==> config.mk <==
export PLATFORM = sky130hd
export DESIGN_NAME = contador_bcd_n
export DESIGN_NICKNAME = d
export VERILOG_FILES = /design/src/rtl/contador_bcd_n_pkg.sv /design/src/rtl/contador_bcd_n_digito_bcd.sv /design/src/rtl/contador_bcd_n.sv
export SDC_FILE = /design/constraint.sdc
export NUM_CORES = 1
export LEC_CHECK = 0
export BUFFER_PORTS_ARGS = -buffer_cell sky130_fd_sc_hd__buf_2
export CORE_MARGIN = 8
export CORE_UTILIZATION = 56
export DETAILED_ROUTE_END_ITERATION = 8
export HOLD_SLACK_MARGIN = 0.1
export PLACE_DENSITY_LB_ADDON = 0.05
export SLEW_MARGIN = 20
export SYNTH_ARGS = -nofsm -noshare
export SYNTH_HDL_FRONTEND = slang
export SYNTH_SLANG_ARGS = --single-unit
==> constraint.sdc <==
create_clock -name clock -period 3.8 [get_ports clock]
set_input_delay 0.38 -clock clock [delete_from_list [all_inputs] [get_ports clock]]
set_output_delay 0.38 -clock clock [all_outputs]
set_load 0.1 [all_outputs]
==> src/rtl/contador_bcd_n_pkg.sv <==
// Shared definitions for the N-digit BCD counter.
//  - BCD digit width and largest legal digit value
//  - action_e: the single action chosen for the count register each cycle
//  - is_valid_bcd(): true when every nibble of a (zero-extended) vector is 0-9
package contador_bcd_n_pkg;

  localparam int         BCD_DIGIT_W   = 4;
  localparam logic [3:0] BCD_MAX_DIGIT = 4'd9;
  // Widest vector is_valid_bcd() accepts; callers zero-extend to this width.
  localparam int         BCD_VEC_MAX_W = 64;

  typedef enum logic [2:0] {
    ACT_HOLD     = 3'd0,
    ACT_LOAD     = 3'd1,
    ACT_LOAD_ERR = 3'd2,
    ACT_CLEAR    = 3'd3,
    ACT_REFILL   = 3'd4,
    ACT_STEP     = 3'd5
  } action_e;

  // Zero nibbles are valid BCD, so zero-extension never changes the result.
  function automatic logic is_valid_bcd(input logic [BCD_VEC_MAX_W-1:0] vec);
    logic ok;
    ok = 1'b1;
    for (int i = 0; i < BCD_VEC_MAX_W / BCD_DIGIT_W; i++) begin
      if (vec[i*BCD_DIGIT_W +: BCD_DIGIT_W] > BCD_MAX_DIGIT) begin
        ok = 1'b0;
      end else begin
        ok = ok;
      end
    end
    return ok;
  endfunction

endpackage

==> src/rtl/contador_bcd_n_digito_bcd.sv <==
// One BCD digit of the ripple step chain (purely combinational).
//  digit      in  4  current digit value
//  inc        in  1  1 = add, 0 = subtract
//  step_in    in  1  carry (up) / borrow (down) from the lower digit
//  next_digit out 4  digit after the step
//  step_out   out 1  carry / borrow into the next higher digit
module digito_bcd
  import contador_bcd_n_pkg::*;
(
  input  logic [BCD_DIGIT_W-1:0] digit,
  input  logic                   inc,
  input  logic                   step_in,
  output logic [BCD_DIGIT_W-1:0] next_digit,
  output logic                   step_out
);

  // Add or subtract step_in with decimal roll-over at 9 / 0.
  always_comb begin
    next_digit = digit;
    step_out   = 1'b0;
    if (!step_in) begin
      next_digit = digit;
      step_out   = 1'b0;
    end else if (inc) begin
      if (digit >= BCD_MAX_DIGIT) begin
        next_digit = 4'd0;
        step_out   = 1'b1;
      end else begin
        next_digit = digit + 4'd1;
        step_out   = 1'b0;
      end
    end else begin
      if (digit == 4'd0) begin
        next_digit = BCD_MAX_DIGIT;
        step_out   = 1'b1;
      end else begin
        next_digit = digit - 4'd1;
        step_out   = 1'b0;
      end
    end
  end

endmodule

==> src/rtl/contador_bcd_n.sv <==
// Parametrised N-digit BCD up/down counter with load, saturate/wrap,
// auto-refill below a threshold and terminal/wrap flags.
//  clock, reset          rising-edge clock, synchronous active-high reset
//  en, inc               step qualifier and direction (1 = up)
//  saturate              1 = hold at bounds, 0 = wrap
//  auto_repor            refill to REFILL_BCD while count < THRESH_BCD
//  reset_no_max          clear to 0 while count == MAX_BCD
//  load, load_val        parallel load (rejected if not BCD or > MAX_BCD)
//  count                 registered BCD value, digit 0 in the LS nibble
//  at_max, at_zero       decoded from count
//  wrapped, load_err     registered one-cycle pulses
module contador_bcd_n
  import contador_bcd_n_pkg::*;
#(
  parameter int                  DIGITS     = 2,
  parameter logic [4*DIGITS-1:0] MAX_BCD    = (4*DIGITS)'(8'h99),
  parameter logic [4*DIGITS-1:0] REFILL_BCD = (4*DIGITS)'(8'h25),
  parameter logic [4*DIGITS-1:0] THRESH_BCD = (4*DIGITS)'(8'h05)
) (
  input  logic                  clock,
  input  logic                  reset,
  input  logic                  en,
  input  logic                  inc,
  input  logic                  saturate,
  input  logic                  auto_repor,
  input  logic                  reset_no_max,
  input  logic                  load,
  input  logic [4*DIGITS-1:0]   load_val,
  output logic [4*DIGITS-1:0]   count,
  output logic                  at_max,
  output logic                  at_zero,
  output logic                  wrapped,
  output logic                  load_err
);

  localparam int W = 4 * DIGITS;

  logic [W-1:0]    count_r;
  logic            wrapped_r;
  logic            load_err_r;
  logic [W-1:0]    step_val_s;
  logic [DIGITS:0] chain_s;
  logic            at_max_s;
  logic            at_zero_s;
  logic            load_ok_s;
  logic            underflow_s;
  action_e         action_s;
  logic [W-1:0]    next_count_s;
  logic            next_wrapped_s;
  logic            next_load_err_s;

  // The LS digit always receives the unit step; carries/borrows ripple upward.
  assign chain_s[0] = 1'b1;

  for (genvar g = 0; g < DIGITS; g++) begin : g_digit
    digito_bcd u_digit (
      .digit      (count_r[g*BCD_DIGIT_W +: BCD_DIGIT_W]),
      .inc        (inc),
      .step_in    (chain_s[g]),
      .next_digit (step_val_s[g*BCD_DIGIT_W +: BCD_DIGIT_W]),
      .step_out   (chain_s[g+1])
    );
  end

  assign at_max_s    = (count_r == MAX_BCD);
  assign at_zero_s   = (count_r == {W{1'b0}});
  // A borrow out of the MS digit on a down step happens only from all-zero.
  assign underflow_s = !inc && chain_s[DIGITS];
  // Digits are checked first, so a plain binary compare orders BCD values correctly.
  assign load_ok_s   = is_valid_bcd(BCD_VEC_MAX_W'(load_val)) && (load_val <= MAX_BCD);

  // Pick exactly one action, highest priority first (reset is applied in the register).
  always_comb begin
    action_s = ACT_HOLD;
    if (load) begin
      action_s = load_ok_s ? ACT_LOAD : ACT_LOAD_ERR;
    end else if (reset_no_max && at_max_s) begin
      action_s = ACT_CLEAR;
    end else if (auto_repor && (count_r < THRESH_BCD)) begin
      action_s = ACT_REFILL;
    end else if (en) begin
      action_s = ACT_STEP;
    end else begin
      action_s = ACT_HOLD;
    end
  end

  // Next count and flag pulses for the chosen action, including bound handling.
  always_comb begin
    next_count_s    = count_r;
    next_wrapped_s  = 1'b0;
    next_load_err_s = 1'b0;
    case (action_s)
      ACT_LOAD:     next_count_s = load_val;
      ACT_LOAD_ERR: next_load_err_s = 1'b1;
      ACT_CLEAR:    next_count_s = {W{1'b0}};
      ACT_REFILL:   next_count_s = REFILL_BCD;
      ACT_STEP: begin
        if (inc && at_max_s) begin
          // Exact match on MAX_BCD, so non-99 maxima (e.g. 59) bound correctly.
          if (saturate) begin
            next_count_s = count_r;
          end else begin
            next_count_s   = {W{1'b0}};
            next_wrapped_s = 1'b1;
          end
        end else if (underflow_s) begin
          if (saturate) begin
            next_count_s = count_r;
          end else begin
            next_count_s   = MAX_BCD;
            next_wrapped_s = 1'b1;
          end
        end else begin
          next_count_s = step_val_s;
        end
      end
      default:      next_count_s = count_r;
    endcase
  end

  // Count register and pulse flags.
  always_ff @(posedge clock) begin
    if (reset) begin
      count_r    <= {W{1'b0}};
      wrapped_r  <= 1'b0;
      load_err_r <= 1'b0;
    end else begin
      count_r    <= next_count_s;
      wrapped_r  <= next_wrapped_s;
      load_err_r <= next_load_err_s;
    end
  end

  assign count    = count_r;
  assign at_max   = at_max_s;
  assign at_zero  = at_zero_s;
  assign wrapped  = wrapped_r;
  assign load_err = load_err_r;

endmodule

==> impl_metrics.env <==
export IMPL_fin_crit_sh_pct=63.9
export IMPL_p_per_area_nw_per_um2=436
export IMPL_post_cts_buffers=0
export IMPL_hold_viol=0
export IMPL_synth_async_reset_ratio_pct=0
export IMPL_wl_per_cell_um=15.2
export IMPL_synth_top_cell_by_area="dfxtp_1"
export IMPL_skew_ns=0.00682
export IMPL_drt_total_wl_um=2870
export IMPL_worstPathArrival_ns=2.05
export IMPL_avgSynthCellArea_um2=7.62
export IMPL_port_buffers=27
export IMPL_dieArea_um2=3540
export IMPL_final_area_um2=1230
export IMPL_final_cell_mix="buf_2, nor2_1, inv_1, o21ai_0"
export IMPL_grt_pass1_vias=1083
export IMPL_ant_nets=0
export IMPL_crit_type="reg2out"
export IMPL_ys_types=49
export IMPL_die_width_um=59.5
export IMPL_syn_area_um2=1060
export IMPL_multi_input_area_um2=785
export IMPL_htreeDepth=1
export IMPL_synth_edf_count=0
export IMPL_crit_cells=5
export IMPL_worstSetupStartpointType="flip-flop"
export IMPL_synth_cells=139
export IMPL_synth_top_area_share_pct=18.9
export IMPL_synth_flop_cell="dfxtp_1"
export IMPL_netlist_top_cells_area="dfxtp_1, ha_1, nor2_1"
export IMPL_worstMarginPinSlew_ns=0.493
export IMPL_antenna_found_initial=0
export IMPL_crit_path_end_kind="output pin"
export IMPL_drive_gt1_share_pct=25.6
export IMPL_grt_max_degree=27
export IMPL_setup_tns_ns=0
export IMPL_grt_ovfl_total=0
export IMPL_cp_num_buf_inv=2
export IMPL_n_antenna_cell=0
export IMPL_placed_cells=185
export IMPL_r2r_setup_slack_ns=1.38
export IMPL_seq_area_frac_synth_pct=18.9
export IMPL_cellLeakagePower_uw=0.000541
export IMPL_start_util_pct=60.6
export IMPL_run_status="complete, no violations"
export IMPL_cts_tree="done"
export IMPL_critPathLaunch="count[0]$_SDFFE_PP0P_"
export IMPL_fmax_mhz=412
export IMPL_ff_latch_area_um2=200
export IMPL_finalNonFillerCells=189
export IMPL_path_cells="inv_1, ha_1, nor3b_1, and3_1, buf_2"
export IMPL_clk_latency_ns=0.27
export IMPL_min_path_type="in2reg"
export IMPL_cpPeakStageDelay_ns=0.42
export IMPL_nNetsFinal=188
export IMPL_cts_buffers=3
export IMPL_synth_seq_cells=10
export IMPL_crit_path_max_fanout=9
export IMPL_finalMaxSlewViolations=0
export IMPL_cap_violations=0
export IMPL_max_slew_margin_pct=67.0
export IMPL_cts_root_buf="clkbuf_4"
export IMPL_fillers=141
export IMPL_grt_pass1_wl_um=4780
export IMPL_rsz0062_at_grt="false"
export IMPL_total_power_uw=536
export IMPL_clock_path_buffers=2
export IMPL_period_minus_slack_ns=2.43
export IMPL_rows=15
export IMPL_ir_worst_vdd_mv=0.369
export IMPL_ios=28
export IMPL_r2r_start="count[0]$_SDFFE_PP0P_"
export IMPL_clkSinkCount=10
export IMPL_r2r_cells=8
export IMPL_syn_nets=162
export IMPL_die_y_um=59.5
export IMPL_yosysWarnings=0
export IMPL_place_hpwl_um=2280
export IMPL_clk_pin_slew_worst_paths_ns=0.07
export IMPL_drt_initial_drc_count=36
export IMPL_core_um2=1750
export IMPL_grt_busiest_layer="met2"
export IMPL_routed_via_density=6.29
export IMPL_crit_slowest_cell="buf_2"
export IMPL_grtUsageTotal_pct=16.9
export IMPL_required_ns=3.42
export IMPL_final_common_cell="buf_2"
export IMPL_r2r_end="count[5]$_SDFFE_PP0P_"
export IMPL_met2_usage_pct=25.4
export IMPL_setup_violations=0
export IMPL_use_met1_pct=22.9
export IMPL_gp_congestion=0.921
export IMPL_path_delay_family="simple AND/OR/NAND/NOR gates"
export IMPL_vias=1189
export IMPL_drc=0
export IMPL_post_cts_resized=0
export IMPL_endpoint="at_zero"
export IMPL_hold_buffers=0
export IMPL_grtUsageMet3_pct=2.60
export IMPL_area_delta_synth_final_pct=16.1
export IMPL_dpl_cell_area_um2=1190
export IMPL_drtPass1Iterations=4
[worst min path at each step]
stage | from | endpoint | slack [ns] | cells past startpoint
finish | saturate | wrapped$_SDFF_PP0_ | 0.32 | 2
global route | saturate | wrapped$_SDFF_PP0_ | 0.33 | 2
CTS | saturate | wrapped$_SDFF_PP0_ | 0.32 | 2
detailed placement | count[4]$_SDFFE_PP0P_ | count[4]$_SDFFE_PP0P_ | 0.57 | 2
global placement | count[4]$_SDFFE_PP0P_ | count[4]$_SDFFE_PP0P_ | 0.54 | 2
floorplan | reset | count[4]$_SDFFE_PP0P_ | 0.45 | 1
[cell families (layout without fill, tap and decap cells)]
kind of cell / Yosys count / in the layout / synth area share [%]
AO/OA/AOI/OAI: 59 / 59 / 39.7
AND/OR/NAND/NOR: 45 / 45 / 24.7
buffers and inverters: 17 / 42 / 6.97
flip-flops: 10 / 10 / 18.9
adder cells (fa/ha/maj): 7 / 7 / 8.27
multiplexers: 1 / 1 / 1.42
[sequential cells by signal (all words and copies together), names as in the netlist]
register	flops
load_err	1
count	8
wrapped	1
[power by group]
group / switching [uW] / leakage [uW] / internal [uW]
Sequential: 26.1 / 0.0000826 / 117
Combinational: 207 / 0.000438 / 90.8
Clock: 37.6 / 0.0000210 / 58.2
Total: 271 / 0.000541 / 266
[cells in the mapped netlist (3+ instances only)]
library cell	instances
a211oi_1	4
a21oi_1	10
a221oi_1	3
a31oi_1	5
and3_1	4
clkbuf_1	3
dfxtp_1	10
ha_1	7
inv_1	11
nand2_1	7
nor2_1	15
nor4b_1	3
o211ai_1	3
o21ai_0	11
[worst reg2reg max path, cell delays in order (launching register included)]
cell	delay (ns)
dfxtp_1	0.48
inv_1	0.08
ha_1	0.30
nor3b_1	0.20
a32o_1	0.27
a21oi_1	0.15
nor2_1	0.13
or4_1	0.52
and3_1	0.17
[routing by layer]
layer  part of all wire (%)  wire length, um  up-vias
li1                       -                -      588
met3                    8.0              229        3
met4                   0.87               25        0
met1                     47             1350      548
met5                      0                0        -
met2                     44             1270       50
[per-stage QoR]
stage	utilization, %	setup WS [ns]	hold slack [ns]
after floorplan	-	0.818	0.449
after global placement	68.3	1.46	0.545
after detailed placement	68.3	1.40	0.572
after CTS	70.4	1.36	0.319
after global routing	70.4	1.22	0.326
final	70.4	1.37	0.319
[cell type report]
cell class / instances / share of cell area, %
multi-input cells: 112 / 63.8
repair buffers: 27 / 11.0
inverters: 11 / 3.36
flip-flops and latches: 10 / 16.3
well taps: 25 / 2.55
clock buffers: 4 / 2.95
Power figures use the tool's default switching activity.
